===== src/rtl/alu_pkg.sv =====
// Shared ALU opcodes and arbiter FSM state type for the ALU sharing logic.
package alu_pkg;

  localparam logic [1:0] ALU_ADD = 2'b00;
  localparam logic [1:0] ALU_SUB = 2'b01;
  localparam logic [1:0] ALU_AND = 2'b10;
  localparam logic [1:0] ALU_OR  = 2'b11;

  typedef enum logic [1:0] {
    ST_IDLE    = 2'b00,
    ST_ISSUE   = 2'b01,
    ST_CAPTURE = 2'b10
  } state_t;

endpackage


===== src/rtl/rr_arbiter.sv =====
// Combinational round-robin pick: first asserted request at or above ptr, wrapping.
module rr_arbiter #(
  parameter int NUM_REQ = 4,
  parameter int IDX_W   = $clog2(NUM_REQ)
) (
  input  logic [NUM_REQ-1:0] req,
  input  logic [IDX_W-1:0]   ptr,
  output logic [NUM_REQ-1:0] grant,
  output logic [IDX_W-1:0]   grant_idx,
  output logic               any_valid
);

  localparam logic [IDX_W:0] NUM_REQ_W = (IDX_W+1)'(NUM_REQ);

  always_comb begin
    logic [IDX_W:0]   sum;
    logic [IDX_W-1:0] idx;
    grant     = '0;
    grant_idx = '0;
    any_valid = 1'b0;
    sum       = '0;
    idx       = '0;
    for (int unsigned off = 0; off < NUM_REQ; off++) begin
      // ptr < NUM_REQ, so a single conditional subtract performs the wrap
      sum = {1'b0, ptr} + (IDX_W+1)'(off);
      if (sum >= NUM_REQ_W) sum = sum - NUM_REQ_W;
      idx = sum[IDX_W-1:0];
      if (!any_valid && req[idx]) begin
        any_valid  = 1'b1;
        grant_idx  = idx;
        grant[idx] = 1'b1;
      end
    end
  end

endmodule


===== src/rtl/alu_arbiter.sv =====
// Round-robin sharing of one registered ALU among NUM_REQ requesters;
// one operation per IDLE -> ISSUE -> CAPTURE pass, result returned with a 1-cycle pulse.
module alu_arbiter
  import alu_pkg::*;
#(
  parameter int NUM_REQ = 4,
  parameter int DATA_W  = 8
) (
  input  logic                    clk,
  input  logic                    rst_n,
  input  logic [NUM_REQ-1:0]      req_valid,
  output logic [NUM_REQ-1:0]      req_ready,
  input  logic [NUM_REQ*DATA_W-1:0] req_a,
  input  logic [NUM_REQ*DATA_W-1:0] req_b,
  input  logic [NUM_REQ*2-1:0]    req_op,
  output logic [NUM_REQ-1:0]      resp_valid,
  output logic [DATA_W-1:0]       resp_result,
  output logic [DATA_W-1:0]       alu_a,
  output logic [DATA_W-1:0]       alu_b,
  output logic [1:0]              alu_opcode,
  input  logic [DATA_W-1:0]       alu_result,
  output logic                    busy
);

  localparam int IDX_W = $clog2(NUM_REQ);
  localparam logic [IDX_W-1:0] LAST_IDX = IDX_W'(NUM_REQ-1);

  state_t             state, state_nxt;
  logic [IDX_W-1:0]   rr_ptr;
  logic [IDX_W-1:0]   grant_idx;
  logic [NUM_REQ-1:0] arb_grant;
  logic [IDX_W-1:0]   arb_idx;
  logic               arb_any;
  logic [DATA_W-1:0]  sel_a, sel_b;
  logic [1:0]         sel_op;

  rr_arbiter #(
    .NUM_REQ (NUM_REQ),
    .IDX_W   (IDX_W)
  ) u_rr_arbiter (
    .req       (req_valid),
    .ptr       (rr_ptr),
    .grant     (arb_grant),
    .grant_idx (arb_idx),
    .any_valid (arb_any)
  );

  always_comb begin
    sel_a  = '0;
    sel_b  = '0;
    sel_op = '0;
    for (int unsigned i = 0; i < NUM_REQ; i++) begin
      if (arb_idx == IDX_W'(i)) begin
        sel_a  = req_a[i*DATA_W +: DATA_W];
        sel_b  = req_b[i*DATA_W +: DATA_W];
        sel_op = req_op[i*2 +: 2];
      end
    end
  end

  always_ff @(posedge clk or negedge rst_n) begin
    if (!rst_n) state <= ST_IDLE;
    else        state <= state_nxt;
  end

  always_comb begin
    state_nxt = state;
    unique case (state)
      ST_IDLE:    if (arb_any) state_nxt = ST_ISSUE;
      ST_ISSUE:   state_nxt = ST_CAPTURE;
      ST_CAPTURE: state_nxt = ST_IDLE;
      default:    state_nxt = ST_IDLE;
    endcase
  end

  always_comb begin
    busy      = (state != ST_IDLE);
    req_ready = (state == ST_IDLE) ? arb_grant : '0;
  end

  always_ff @(posedge clk or negedge rst_n) begin
    if (!rst_n) begin
      rr_ptr      <= '0;
      grant_idx   <= '0;
      alu_a       <= '0;
      alu_b       <= '0;
      alu_opcode  <= '0;
      resp_valid  <= '0;
      resp_result <= '0;
    end else begin
      resp_valid <= '0;
      if (state == ST_IDLE && arb_any) begin
        alu_a      <= sel_a;
        alu_b      <= sel_b;
        alu_opcode <= sel_op;
        grant_idx  <= arb_idx;
        rr_ptr     <= (arb_idx == LAST_IDX) ? '0 : arb_idx + IDX_W'(1);
      end
      // ALU registered its result at the end of ISSUE; alu_result is only trusted here
      if (state == ST_CAPTURE) begin
        resp_result <= alu_result;
        resp_valid  <= NUM_REQ'(1) << grant_idx;
      end
    end
  end

endmodule


===== config.mk =====
export PLATFORM = sky130hd
export DESIGN_NAME = alu_arbiter
export DESIGN_NICKNAME = d
export VERILOG_FILES = /design/src/rtl/alu_pkg.sv /design/src/rtl/rr_arbiter.sv /design/src/rtl/alu_arbiter.sv
export SDC_FILE = /design/constraint.sdc
export NUM_CORES = 1
export LEC_CHECK = 0
export ABC_AREA = 1
export CORE_MARGIN = 4
export CORE_UTILIZATION = 45
export CTS_CLUSTER_SIZE = 30
export DETAILED_ROUTE_END_ITERATION = 6
export GPL_TIMING_DRIVEN = 0
export PLACE_DENSITY_LB_ADDON = 0.1
export SLEW_MARGIN = 5
export SYNTH_ARGS = -nofsm -noshare
export SYNTH_HDL_FRONTEND = slang
export SYNTH_SLANG_ARGS = --single-unit

===== constraint.sdc =====
create_clock -name clk -period 5.2 [get_ports clk]
set_input_delay 0.78 -clock clk [delete_from_list [all_inputs] [get_ports clk]]
set_output_delay 0.78 -clock clk [all_outputs]
set_load 0.1 [all_outputs]

* Word-level counts from Yosys, hierarchy flattened *
Index checks and enable logic that the tools add are counted.

storage, ports and cells
  register bits after elaboration = 36
  latch bits = 0
  memory bits (writable) = 0
  memory bits (read-only) = 0
  input bits = 86
  word-level logic and storage cells = 101
  memories = 0

cells by class
  add/sub/neg operators = 8
  $mul = 0
  div/mod/pow operators = 0
  magnitude comparators = 12
  eq/ne operators = 6
  shift-type cells = 1
  multiplexer cells = 49
  bitwise operators = 3
  reduce and logical (&&, ||, !) cells = 14

operators with widths
  cell                                                                count
  two-way mux 8 bit                                                   8
  two-way mux 2 bit                                                   14
  two-way mux 4 bit                                                   6
  less-than comparator 2 x 3 -> 1 bit (second input constant)         4
  two-way mux 1 bit                                                   12
  OR 4 bit                                                            3
  greater-or-equal comparator 3 bit (second input constant)           3
  binary-select mux 1 bit (select 2 bit)                              4
  demux 1 bit (select 2 bit)                                          4
  greater-or-equal comparator 2 x 1 -> 1 bit (second input constant)  4
  logical AND 1 bit                                                   8
  subtractor 2 x 1 -> 2 bit (second input constant)                   4
  adder 2 x 2 -> 3 bit (second input constant)                        2
  == test 2 bit (second input constant)                               3
  == test 2 x 1 -> 1 bit (second input constant)                      2
  logical NOT 2 bit                                                   2
  case mux 2 bit (2 select lines)                                     1
  << shifter 1 x 2 -> 4 bit (first input constant)                    1
  adder 2 x 1 -> 3 bit (second input constant)                        1
  greater-or-equal comparator 2 x 3 -> 1 bit (second input constant)  1
  logical NOT 1 bit                                                   3
  adder 2 x 1 -> 2 bit (second input constant)                        1
  inequality test 2 bit (second input constant)                       1
  nonzero test 2 bit                                                  1

* Depth between registers and ports, before layout *
  word-level depth = 19
  mapped depth = 21
  gate-level depth less buffers = 19

* Hierarchy *
Synthesis repeated with hierarchy kept, for this count alone.

unflattened totals
  cell total of the unflattened synthesis = 371
  area total of the unflattened synthesis = 2,667.6 µm²

by module, submodules not included
  module       instances  cells each  area an instance (µm²)  seq. area each (µm²)
  alu_arbiter  1          297         2,227.1                 900.9
  rr_arbiter   1          74          440.4                   0.0

* Worst setup path after synthesis *
OpenSTA, ideal clock, no wires.

  kind = register to output
  start = register rr_ptr[1]
  end = output port req_ready[0]
  arrival = 2,306 ps
  setup slack = 2,114 ps
  cell stages (with the launch flop) = 12
  path buffers = 0
  cell sequence = dfrtp_1 inv_2 ha_1 inv_1 nand3_2 nand2_4 inv_2 nor2_4 nand3_1 nand3_1 nand2_1 inv_1

on the way
  longest elaborated chain between the ends = 15
  elaborated cells between the ends (all ways) = 60

RTL lines
  what                                                                           line               text
  from (decl)                                                                    alu_arbiter.sv:29  logic [IDX_W-1:0] rr_ptr;
  from (signal assigned)                                                         alu_arbiter.sv:97  rr_ptr <= (arb_idx == LAST_IDX) ? '0 : arb_idx + IDX_W'(1);
  parallel branches: the longest is 13 deep, another holds adder 2 x 1 -> 3 bit  n/a
  two-way mux 4 bit (*)                                                          rr_arbiter.sv:28   if (!any_valid && req[idx]) begin
  two-way mux 4 bit (*)                                                          alu_arbiter.sv:78  req_ready = (state == ST_IDLE) ? arb_grant : '0;
  to (decl)                                                                      alu_arbiter.sv:12  output logic [NUM_REQ-1:0] req_ready,

Every way passes the cells marked *. The select of a mux whose other input is x is not followed.

* Final worst setup path *
Same ends and word-level chain as after synthesis.

==> results.sh <==
export IMPL_syn_area_um2=2542
export IMPL_root_buffer="clkbuf_8"
export IMPL_drt_iter0_drc=73
export IMPL_die_width_um=83.17
export IMPL_drt_antenna_violating_nets=0
export IMPL_path_clk_slew_ns=0.07
export IMPL_ys_ff_latch=36
export IMPL_synth_area_leaders="dfrtp_1, nand2_1, o21ai_0, ha_1, a21oi_1"
export IMPL_worst_pin_slew_ns=1.035
export IMPL_synth_seq_area_share_pct=35.43
export IMPL_ff2ff_setup_slack_ns=1.66
export IMPL_synth_area_mux_share_pct=3.543
export IMPL_slew_headroom_pct=30.78
export IMPL_num_vias=2669
export IMPL_syn_nets=443
export IMPL_synthSimpleGateAreaFrac_pct=34.65
export IMPL_finalSetupTns_ns=0
export IMPL_seq_area_um2=900.9
export IMPL_cts_buffers=5
export IMPL_dr_wl_met3_um=610
export IMPL_min_path_type="reg -> reg"
export IMPL_synth_area_per_cell_um2=7.369
export IMPL_path_class="reg -> out"
export IMPL_synth_xor_area_share_pct=0
export IMPL_gp_congestion=0.8393
export IMPL_drive_gt1_share_pct=10.99
export IMPL_overflow=0
export IMPL_post_cts_resized=0
export IMPL_vias_per_cell=4.897
export IMPL_avgRoutedWirePerCell_um=12.58
export IMPL_dr_pass1_iters=4
export IMPL_die_area_um2=6916
export IMPL_drt_met1_wl_um=2730
export IMPL_htreeDepth=2
export IMPL_die_y_um=83.17
export IMPL_worstSetupStartpointType="register"
export IMPL_syn2layout_area_growth_pct=54.04
export IMPL_initial_core_util_pct=46.17
export IMPL_fin_nets=570
export IMPL_grt_max_degree=37
export IMPL_antenna_found_initial=0
export IMPL_ioPinCount=121
export IMPL_clk_latency_ns=0.29
export IMPL_multiInputGateArea_um2=1445
export IMPL_period_needed_ns=4.279
export IMPL_hold_viol=0
export IMPL_cp_end_kind="output port"
export IMPL_crit_path_max_fanout=9
export IMPL_postCtsHoldBufs=0
export IMPL_num_rows=27
export IMPL_synth_compound_area_share_pct=12.75
export IMPL_setup_viol=0
export IMPL_synth_top_family_by_area="simple AND/OR/NAND/NOR gates"
export IMPL_maxSlewViolCount=0
export IMPL_met2_length_um=3440
export IMPL_finalCritPeriodShare_pct=82.28
export IMPL_antenna_cells=0
export IMPL_rsz0062_at_grt="no"
export IMPL_post_cts_setup_buffers=0
export IMPL_finClkSkew_ns=0.003919
export IMPL_fmax_mhz=233.7
export IMPL_synthCells=345
export IMPL_track_usage_pct=20.31
export IMPL_port_buffer_count=120
export IMPL_cts_tree="built"
export IMPL_fill_cells=460
export IMPL_maxCapViolations=0
export IMPL_top_layer="met4"
export IMPL_drt_wl_total_um=6856
export IMPL_crit_required_ns=4.42
export IMPL_synth_largest_area_cell="dfrtp_1"
export IMPL_status="completed"
export IMPL_synthAdderAreaFrac_pct=5.906
export IMPL_grt_pass1_vias=2687
export IMPL_drc=0
export IMPL_core_area_um2=5507
export IMPL_netlist_area_leader_share_pct=35.43
export IMPL_worstPathArrival_ns=3.50
export IMPL_place_detailed_hpwl_um=5495
export IMPL_grt_pass1_wl_um=11810
export IMPL_ys_types=29
export IMPL_ys_warn_count=0
export IMPL_clockBufferDepth=2
export IMPL_cts_sink_count=36
-- stage by stage --
stage	setup WS [ns]	util (%)	std cells	hold slack, ns	cell area [um^2]
3_5_place_dp	1.124	69.53	537	0.4390	3829
6_report	0.9214	71.12	545	0.4448	3916
5_1_grt	0.7582	71.12	545	0.4679	3916
4_1_cts	0.9548	71.12	545	0.4489	3916
2_1_floorplan	2.114	-	345	0.4230	2542
3_3_place_gp	1.171	69.62	537	0.4356	3834
-- kinds of logic (layout without fill, tap and decap cells) --
logic type,count (synthesis),in the layout
multiplexers,8,8
AO/OA/AOI/OAI,62,62
adder cells (fa/ha/maj),12,12
flip-flops,36,36
buffers and inverters,40,168
AND/OR/NAND/NOR,187,187
-- state kept, by name (all words and copies together), names as in the netlist --
name / cells
grant_idx: 2
alu_a: 8
alu_b: 8
alu_opcode: 2
state: 2
resp_result: 8
rr_ptr: 2
resp_valid: 4
-- layer usage --
layer | vias to the layer above | track usage, %
li1 | 1369 | -
met1 | 1208 | 22.10
met2 | 85 | 37.32
met3 | 7 | 7.044
met4 | 0 | 5.201
met5 | - | 0
-- critical path, cell delays in order, from the launching register on --
cell,delay [ns]
dfrtp_1,0.56
inv_2,0.18
ha_1,0.38
inv_1,0.15
nand3_2,0.12
nand2_4,0.12
inv_2,0.06
nor2_4,0.18
nand4_1,0.11
nand3_1,0.10
nand2_1,0.06
inv_1,0.07
clkdlybuf4s50_1,1.12
-- synthesized netlist by cell type (all sizes together) --
cell	number
a21boi	4
a21oi	19
buf	10
clkbuf	6
dfrtp	36
ha	12
inv	24
mux2	8
nand2	153
nand3	16
nand4	8
nor2	6
nor3	4
o21ai	38
o2bb2ai	1
-- area by class of cell --
class / instances / area share [%]
multi-input cells: 269 / 36.90
plain buffers: 16 / 2.524
clock buffers: 5 / 1.757
repair buffers: 120 / 30.54
well taps: 72 / 2.300
flip-flops and latches: 36 / 23.00
inverters: 24 / 2.492
clock inverters: 3 / 0.4792
-- placed cells by master (no fill, tap or decap), types with 4 or more instances in the layout --
cell and instances:
a21boi_0 4, a21oi_1 19, buf_2 5, clkbuf_1 6
clkbuf_8 5, clkdlybuf4s50_1 119, dfrtp_1 36, ha_1 12
inv_1 18, inv_2 4, mux2_2 8, nand2_1 143
nand2_4 6, nand3_1 11, nand3_2 4, nand4_1 7
nor3_1 4, o21ai_0 36
-- final timing paths --
path,endpoint,cells past startpoint,startpoint
worst max-delay path,req_ready[0],12,rr_ptr[1]
worst min-delay path,state[1],1,state[1]
worst max register to register,alu_a[4],20,rr_ptr[1]
worst min register to register,state[1],1,state[1]
max in group asynchronous,resp_result[1],1,rst_n
min in group asynchronous,alu_b[4],1,rst_n
Power is not shown: default switching activity piles up to over one toggle a cycle in this logic, so the estimate is an artifact.
